==> src/rtl/prism_sit_load_ctrl.sv <==
// prism_sit_load_ctrl
// Streams configuration words from a valid/ready source onto the SIT latch
// bus. One load sequence writes DEPTH entries of WPE 32-bit words each. Every
// word gets a one-cycle latch_wr strobe followed by WR_GAP idle cycles.
//
// Ports:
//   clk, rst          clock (rising edge), asynchronous active-high reset
//   start             begin a full load sequence (ignored while busy)
//   abort             cancel a sequence in progress (no effect when idle)
//   s_valid/s_data    source word handshake, s_ready high only while waiting
//   latch_data        word presented to the SIT latch bus
//   latch_wr          one-cycle latch write strobe
//   busy              sequence in progress
//   done / aborted    one-cycle completion / cancellation pulses
//   entry_idx         entry currently being loaded
//   word_idx          word within the current entry (0..WPE-1)
module prism_sit_load_ctrl #(
  parameter int WIDTH  = 80,
  parameter int DEPTH  = 2,
  parameter int WR_GAP = 1,
  localparam int WPE    = (WIDTH + 31) / 32,
  localparam int A_BITS = (DEPTH <= 2)  ? 1 :
                          (DEPTH <= 4)  ? 2 :
                          (DEPTH <= 8)  ? 3 :
                          (DEPTH <= 16) ? 4 :
                          (DEPTH <= 32) ? 5 : 6
) (
  input  logic              clk,
  input  logic              rst,
  input  logic              start,
  input  logic              abort,
  input  logic              s_valid,
  input  logic [31:0]       s_data,
  output logic              s_ready,
  output logic [31:0]       latch_data,
  output logic              latch_wr,
  output logic              busy,
  output logic              done,
  output logic              aborted,
  output logic [A_BITS-1:0] entry_idx,
  output logic [1:0]        word_idx
);

  typedef enum logic [2:0] {
    S_IDLE  = 3'd0,
    S_WAIT  = 3'd1,
    S_WRITE = 3'd2,
    S_GAP   = 3'd3,
    S_DONE  = 3'd4
  } state_t;

  // Gap counter is loaded with WR_GAP-1 on leaving WRITE and counts down to
  // zero, so GAP lasts exactly WR_GAP cycles.
  localparam logic [3:0]        GAP_LOAD   = (WR_GAP > 0) ? 4'(WR_GAP - 1) : 4'd0;
  localparam logic [1:0]        LAST_WORD  = 2'(WPE - 1);
  localparam logic [A_BITS-1:0] LAST_ENTRY = A_BITS'(DEPTH - 1);

  state_t              state_reg, state_next;
  logic [31:0]         latch_data_reg, latch_data_next;
  logic [A_BITS-1:0]   entry_idx_reg, entry_idx_next;
  logic [1:0]          word_idx_reg, word_idx_next;
  logic [3:0]          gap_cnt_reg, gap_cnt_next;
  logic                aborted_reg, aborted_next;

  // Outcome of finishing a word (after its gap): either the sequence is
  // complete or the word/entry counters advance and we wait for the next word.
  state_t              post_state;
  logic [A_BITS-1:0]   post_entry;
  logic [1:0]          post_word;

  always_ff @(posedge clk or posedge rst) begin
    if (rst) begin
      state_reg      <= S_IDLE;
      latch_data_reg <= '0;
      entry_idx_reg  <= '0;
      word_idx_reg   <= '0;
      gap_cnt_reg    <= '0;
      aborted_reg    <= 1'b0;
    end else begin
      state_reg      <= state_next;
      latch_data_reg <= latch_data_next;
      entry_idx_reg  <= entry_idx_next;
      word_idx_reg   <= word_idx_next;
      gap_cnt_reg    <= gap_cnt_next;
      aborted_reg    <= aborted_next;
    end
  end

  always_comb begin
    post_state = S_WAIT;
    post_entry = entry_idx_reg;
    post_word  = word_idx_reg;
    if (word_idx_reg == LAST_WORD && entry_idx_reg == LAST_ENTRY) begin
      post_state = S_DONE;
    end else if (word_idx_reg == LAST_WORD) begin
      post_word  = 2'd0;
      post_entry = entry_idx_reg + 1'b1;
    end else begin
      post_word  = word_idx_reg + 1'b1;
    end
  end

  always_comb begin
    state_next      = state_reg;
    latch_data_next = latch_data_reg;
    entry_idx_next  = entry_idx_reg;
    word_idx_next   = word_idx_reg;
    gap_cnt_next    = gap_cnt_reg;
    aborted_next    = 1'b0;

    s_ready  = (state_reg == S_WAIT);
    latch_wr = (state_reg == S_WRITE);
    busy     = (state_reg != S_IDLE);
    done     = (state_reg == S_DONE);

    case (state_reg)
      S_IDLE: begin
        // abort beats a simultaneous start
        if (start && !abort) begin
          state_next     = S_WAIT;
          entry_idx_next = '0;
          word_idx_next  = 2'd0;
          gap_cnt_next   = 4'd0;
        end
      end
      S_WAIT: begin
        if (s_valid) begin
          latch_data_next = s_data;
          state_next      = S_WRITE;
        end
      end
      S_WRITE: begin
        if (WR_GAP > 0) begin
          state_next   = S_GAP;
          gap_cnt_next = GAP_LOAD;
        end else begin
          state_next     = post_state;
          entry_idx_next = post_entry;
          word_idx_next  = post_word;
        end
      end
      S_GAP: begin
        if (gap_cnt_reg == 4'd0) begin
          state_next     = post_state;
          entry_idx_next = post_entry;
          word_idx_next  = post_word;
        end else begin
          gap_cnt_next = gap_cnt_reg - 4'd1;
        end
      end
      S_DONE: begin
        state_next = S_IDLE;
      end
      default: begin
        state_next = S_IDLE;
      end
    endcase

    // Abort overrides everything outside IDLE: nothing is latched or advanced,
    // and a strobe already on the bus this cycle simply finishes.
    if (abort && state_reg != S_IDLE) begin
      state_next      = S_IDLE;
      latch_data_next = latch_data_reg;
      entry_idx_next  = entry_idx_reg;
      word_idx_next   = word_idx_reg;
      gap_cnt_next    = 4'd0;
      aborted_next    = 1'b1;
    end
  end

  assign latch_data = latch_data_reg;
  assign entry_idx  = entry_idx_reg;
  assign word_idx   = word_idx_reg;
  assign aborted    = aborted_reg;

endmodule

==> config.mk <==
export PLATFORM = sky130hd
export DESIGN_NAME = prism_sit_load_ctrl
export DESIGN_NICKNAME = d
export VERILOG_FILES = /design/src/rtl/prism_sit_load_ctrl.sv
export SDC_FILE = /design/constraint.sdc
export NUM_CORES = 1
export LEC_CHECK = 0
export ABC_AREA = 1
export CELL_PAD_IN_SITES_DETAIL_PLACEMENT = 1
export CELL_PAD_IN_SITES_GLOBAL_PLACEMENT = 2
export CORE_UTILIZATION = 25
export DETAILED_ROUTE_END_ITERATION = 10
export GPL_TIMING_DRIVEN = 0
export PLACE_DENSITY_LB_ADDON = 0.12
export SLEW_MARGIN = 10
export SYNTH_ARGS = -nofsm -noshare
export SYNTH_HDL_FRONTEND = slang
export SYNTH_SLANG_ARGS = --single-unit
export TNS_END_PERCENT = 1
==> constraint.sdc <==
create_clock -name clk -period 1.7 [get_ports clk]
set_input_delay 0.51 -clock clk [delete_from_list [all_inputs] [get_ports clk]]
set_output_delay 0.51 -clock clk [all_outputs]
set_load 0.005 [all_outputs]
==> results.json <==
{
  "crit_arrival_ns": 1.18,
  "power_frac_comb_pct": 49.7,
  "boundaryPins": 77,
  "die_y_um": 94.8,
  "cts_hold_buf": 0,
  "synthesis.yosys.warnings": 0,
  "grt_pass1_wl_um": 8910,
  "clk_path_buf_depth": 2,
  "post_drt_wl_per_cell_um": 12.2,
  "via_count_of_the_first_global_routing_pass": 1848,
  "antenna_diode_count": 0,
  "grt_max_degree": 23,
  "cp_slowest_stage_delay_ns": 0.44,
  "final_replace_weighted_congestion": 0.708,
  "tritoncts": "done",
  "antenna_found_initial": 0,
  "top_library_cells_by_usage_in_the_layout_fill_and_taps_aside": "nand2_1 (65), inv_1 (47), dfrtp_1 (41)",
  "cts_max_level": 2,
  "syn2layout_area_growth_pct": 53.7,
  "vias": 1849,
  "clockPowerShare_pct": 15.6,
  "cts.sinks": 43,
  "path_cells": "buf_6 > nor3_4 > buf_2",
  "clock_insertion_delay_worst_skew_ns": 0.29,
  "grt-ovfl-total": 0,
  "p_sw_share_pct": 36.4,
  "cp-start-kind": "flop",
  "initial_util_pct": 26.1,
  "ys_seq_area_share_pct": 50.0,
  "maxSlewViolCount": 0,
  "ir_drop_mv": 0.408,
  "most_frequent_standard_cell_in_the_layout_excluding_fill_and_tap_cells": "nand2_1",
  "finClkSkew_ns": 0.00480,
  "timing.final.hold_violations": 0,
  "max_cap_violations": 0,
  "worst-path-max-fanout": 3,
  "die_width_um": 94.8,
  "ant_nets": 0,
  "cts_inserted_buffers": 5,
  "avgSynthCellArea_um2": 8.71,
  "floorplan.die_area_um2": 8980,
  "fmaxAchievable_mhz": 592,
  "p_switching_uw": 1740,
  "largest_register_ffs": 32,
  "ctsRootBufferMaster": "clkbuf_8",
  "worstPathRequired_ns": 1.19,
  "route.detailed.vias_per_inst": 4.16,
  "first_iter_violations": 30,
  "postPlaceCellArea_um2": 3060,
  "post_synth_inst_count": 247,
  "clock_slew_seen_by_the_registers_of_the_worst_setup_and_hold_paths_ns": 0.09,
  "synth.lib_cells_used.distinct": 19,
  "firstDrtPassIters": 3,
  "criticalPathCategory": "reg -> out",
  "worst_slew_margin_relative_to_its_limit_pct": 65.4,
  "drt_drc_violations_left": 0,
  "critical_path.slowest_cell": "dfrtp_2",
  "track_usage_pct": 13.0,
  "p_seq_share_pct": 34.7,
  "power_density_nw_per_um2": 1440,
  "io_buffer_count": 76,
  "dpl.hpwl_um": 3860,
  "nNetsFinal": 378,
  "drive_gt1_share_pct": 22.1,
  "core_um2": 8260,
  "layout_worst_path_cycle_share_pct": 99.4,
  "total_leakage_power_uw": 0.00200,
  "timing.hold.worst.class": "reg -> reg",
  "unrepaired_setup_endpoints_after_global_routing": "true",
  "reg2reg_setup_slack_ns": 0.11,
  "fin_hold_ws_ns": 0.480,
  "tightest_slew_ns": 0.519,
  "synth.cell_area_um2": 2150,
  "synth_fp_nets": 286,
  "final_cell_area_um2": 3310,
  "final_period_demand_of_the_worst_path_ns": 1.69,
  "timing.final.setup_violations": 0,
  "outcome": "finished clean",
  "std_cell_rows": 33,
  "synth-seq-cells": 43,
  "p_int_uw": 3030,
  "postRouteWirelength_um": 5410,
  "worst_setup_path_end_kind": "primary output",
  "p_total_uw": 4770
}
[cells by family (layout without fill, tap and decap cells)]
family                     count (synthesis)  in the layout  synth area share (%)
and+or+nand+nor                          109            109                  22.3
buffers and inverters                     58            151                  12.6
DFF                                       43             43                  50.0
AOI/OAI and AO/OA                         34             34                  13.5
adders and majority gates                  2              2                  1.16
xor gates and xnor gates                   1              1                 0.407
[power groups by stage]
stage / combinational (uW) / sequential [uW] / clock, uW
floorplan: 1190 / 1720 / 0
global placement: 2370 / 1700 / 0
detailed placement: 2400 / 1710 / 0
CTS: 2490 / 1680 / 788
global route: 2670 / 1720 / 821
finish: 2370 / 1650 / 744
[metrics by stage]
| stage | cells | TNS (ns) | util (%) | setup slack (ns) |
|---|---|---|---|---|
| after floorplan | 247 | 0 | - | 0.187 |
| after global placement | 428 | -43.42 | 36.9 | -0.924 |
| after detailed placement | 429 | -3.36 | 37.1 | -0.285 |
| after CTS | 445 | -0.0764 | 39.0 | -0.0408 |
| after global routing | 445 | -0.134 | 40.0 | -0.0440 |
| final | 445 | 0 | 40.0 | 0.00996 |
[Yosys cell counts, drive strengths merged]
library cell	number	area [um^2]
buf	8	83.8
ha	2	25.0
nand3	19	108
nand4	3	18.8
nand2	67	262
nor3	2	21.3
xor2	1	8.76
dfrtp	43	1080
nor3b	1	7.51
o21ai	34	290
inv	50	188
nor2	17	63.8
[final timing paths]
path,from,to,depth (start not counted)
worst max-delay path,state_reg[2],s_ready,3
min in group asynchronous,rst,latch_data[17],2
worst min register to register,latch_data[6],latch_data[6],2
worst max register to register,state_reg[0],latch_data[18],9
max in group asynchronous,rst,state_reg[2],3
worst min-delay path,latch_data[6],latch_data[6],2
[critical path: cells and delay by family (launching register included)]
| kind | cells | cell delay [ns] |
|---|---|---|
| buf+inv | 2 | 0.28 |
| flops | 1 | 0.44 |
| simple gates | 1 | 0.17 |
[what timing repair did]
item                       CTS  global route
pin swaps                    2             0
gates resized for setup     30            34
buffers inserted             8             0
setup endpoints to repair   13            40
[routing by layer]
metal | global-route usage (%) | share of wire, % | vias to the layer above
met3 | 4.51 | 6.2 | 4
li1 | - | - | 935
met5 | 0 | 0 | -
met2 | 20.1 | 47 | 42
met4 | 3.41 | 0.91 | 0
met1 | 17.1 | 46 | 868
[area by class of cell]
type | count | area (um^2)
fillers | 966 | 4950
repair buffers | 85 | 882
well taps | 105 | 131
inverters | 50 | 193
clock inverters | 1 | 7.51
plain buffers | 8 | 86.3
multi-input cells | 146 | 832
clock buffers | 7 | 96.3
flip-flops and latches | 43 | 1080
Power figures use the tool's default switching activity.
==> variant: new RTL, same settings <==
Set the parameter `DEPTH` to 4 (it was 2).
--- a/src/rtl/prism_sit_load_ctrl.sv
+++ b/src/rtl/prism_sit_load_ctrl.sv
@@ -18,3 +18,3 @@
   parameter int WIDTH  = 80,
-  parameter int DEPTH  = 2,
+  parameter int DEPTH  = 4,
   parameter int WR_GAP = 1,
Interface: changed (resized entry_idx); port bits go from 77 to 78. No check against the original RTL was run, so the function may have changed too.
==> variant against the unedited design <==
Largest power group unchanged; clock skew increased by 0.0023 ns; final area is 3.3% lower; register-to-register slack better by 0.05 ns; wire length about the same; sequential share of layout area up 1.9 points; power decreased by 5.3%; the flow now finishes with violations (setup timing); first-iteration DRC count increased by 63%; sequential cell count rose by 1; worst setup slack worse by 0.033 ns; synthesized cell count down 4.0%; largest cell class unchanged; combinational power decreased by 9.7%; hold slack got worse by 0.035 ns; synthesized area fell by 6.0%.
==> variant: results (changes against the unedited design) <==
Clk Latency, worst-skew pair 0.29 ns (about the same); HPWL Detailed 4.03 mm (+4.3%); CP peak stage delay ~0.43 ns; DP Area 2940 um^2 (-4.0%); CTS clk-pin slew, worst paths 0.08 ns; Clock Path Buffers 2 (unchanged); FFs w/ async S/R, synth 1.00 (unchanged); synth top area cells dfrtp_1, nand2_1, inv_1; Synth cell types 23 (+4); Synth Area in XOR/XNOR 0.00866 (+0.00459); top cells by count, synth nand2_1, inv_1, dfrtp_1, o21ai_1, nand3_1; CTS buffer count 5 (unchanged); status finished with violations; critical path peak fanout 3 (unchanged); sequential cell area fraction in the yosys report 0.545 (+0.0446); initial antenna violation count 0 (unchanged); Leakage 1.88 nW (-5.8%); Tot GR Track Use 0.137 (+0.00714); Clock Root Buffer clkbuf_8; wire length per cell 12.4 um (+2.3%); Synth Area in Compound Gates 0.0990 (-0.0359); Synth Area in Adders 0.0186 (+0.00694); CTS H-tree lvls 2 (unchanged); Worst Tran Pin Value 0.419 ns (-0.0993 ns); Inserted Diodes 0 (unchanged); syn_nets 277 (-3.1%); Clock Skews 0.00708 ns (+0.00227 ns); Final WS setup -0.0228 ns (-0.0327 ns); Max IR drop VDD 0.508 mV (+25%); pre-CTS setup slack -0.141 ns (+0.144 ns); via count 1816 (-1.8%); iteration-0 DRC count of the detailed router 49 (+63%); Final Wtd Congestion 0.752 (+6.2%); first-pass detailed-route iteration total 3 (unchanged); failing checks setup timing; Yosys warnings 0 (unchanged); IO buf count 77 (+1.3%); layout cell share with drive strength beyond 1 0.135 (-0.0855); max reg flops 32 (unchanged); CP max-delay cell dfrtp_1; nets 372 (-1.6%); Setup violations, final 1 (+1); first-pass GRT wire length 9.04 mm (+1.4%); mux cell area share after synthesis 0 (unchanged); delay-heaviest family, CP flip-flops; largest net degree at the start of global routing 28 (+22%); Worst EP arrival 1.21 ns (+0.03 ns); vias in the first global route 1870 (+1.2%); hold_buf cts 0 (unchanged); HP Class register to register
## variant: cell types whose count changed in the layout (fill, tap and decap cells not counted), sizes merged, moves of 2 or more
cell | before | now
nor2 | 17 | 10
clkdlybuf4s50 | 37 | 42
nand3 | 19 | 14
dlymetal6s2s | 27 | 23
nand2 | 67 | 63
inv | 50 | 47
a21oi | 0 | 2
## variant: logic make-up (layout without fill, tap and decap cells)
family,count (synthesis),after routing
AND/OR/NAND/NOR,95,95
adder cells (fa/ha/maj),3,3
flip-flops,44,44
XOR/XNOR,2,2
buffers and inverters,54,150
AO/OA/AOI/OAI,39,39
## variant: worst register-to-register path, stage by stage, from the launching register on
cell and delay (ns):
dfrtp_2 0.40, buf_6 0.13, buf_4 0.11, nand2_1 0.05, nor2_2 0.20, nand2_1 0.11
nand2_1 0.18, nand3_1 0.13, nand2_1 0.08, nand2_1 0.04
## variant: stage by stage
stage	std cells	TNS, ns
after global routing	435	-0.113
after CTS	435	-0.0554
after global placement	416	-43.00
final	435	-0.0228
after floorplan	237	0
after detailed placement	417	-3.42
## variant: worst paths after layout
kind	start	to	slack [ns]	cells after the start
min in group asynchronous	rst	latch_data[4]	0.52	2
max reg2reg	state_reg[0]	entry_idx[0]	0.16	9
max in group asynchronous	rst	latch_data[27]	0.68	3
min reg2reg	gap_cnt_reg[0]	gap_cnt_reg[0]	0.44	1
max	state_reg[2]	s_ready	-0.02	4
min	gap_cnt_reg[0]	gap_cnt_reg[0]	0.44	1
## variant: cell type report
class / count / area, um^2
inverters: 47 / 176
multi-input cells: 139 / 713
clock buffers: 7 / 86.3
well taps: 102 / 128
flip-flops and latches: 44 / 1100
repair buffers: 88 / 917
clock inverters: 1 / 7.51
fillers: 951 / 4570
plain buffers: 7 / 67.6
## variant: timing repair
| action | CTS | global route |
|---|---|---|
| cloned | 0 | 0 |
| setup buffers | 10 | 0 |
| gates resized for setup | 32 | 29 |
| pin swaps | 2 | 0 |
| setup endpoints to repair | 12 | 31 |
## variant: power breakdown
group	internal [W]	switching (W)
Combinational	0.00115	0.000991
Sequential	0.00146	0.000229
Clock	0.000331	0.000359
## variant: metal layers
layer / up-vias / wire (um) / share of wire / track usage
li1: 919 / - / - / -
met4: 0 / 50 / 0.0092 / 0.0430
met1: 849 / 2380 / 0.44 / 0.164
met3: 4 / 360 / 0.067 / 0.0415
met2: 44 / 2620 / 0.48 / 0.233
met5: - / 0 / 0 / 0
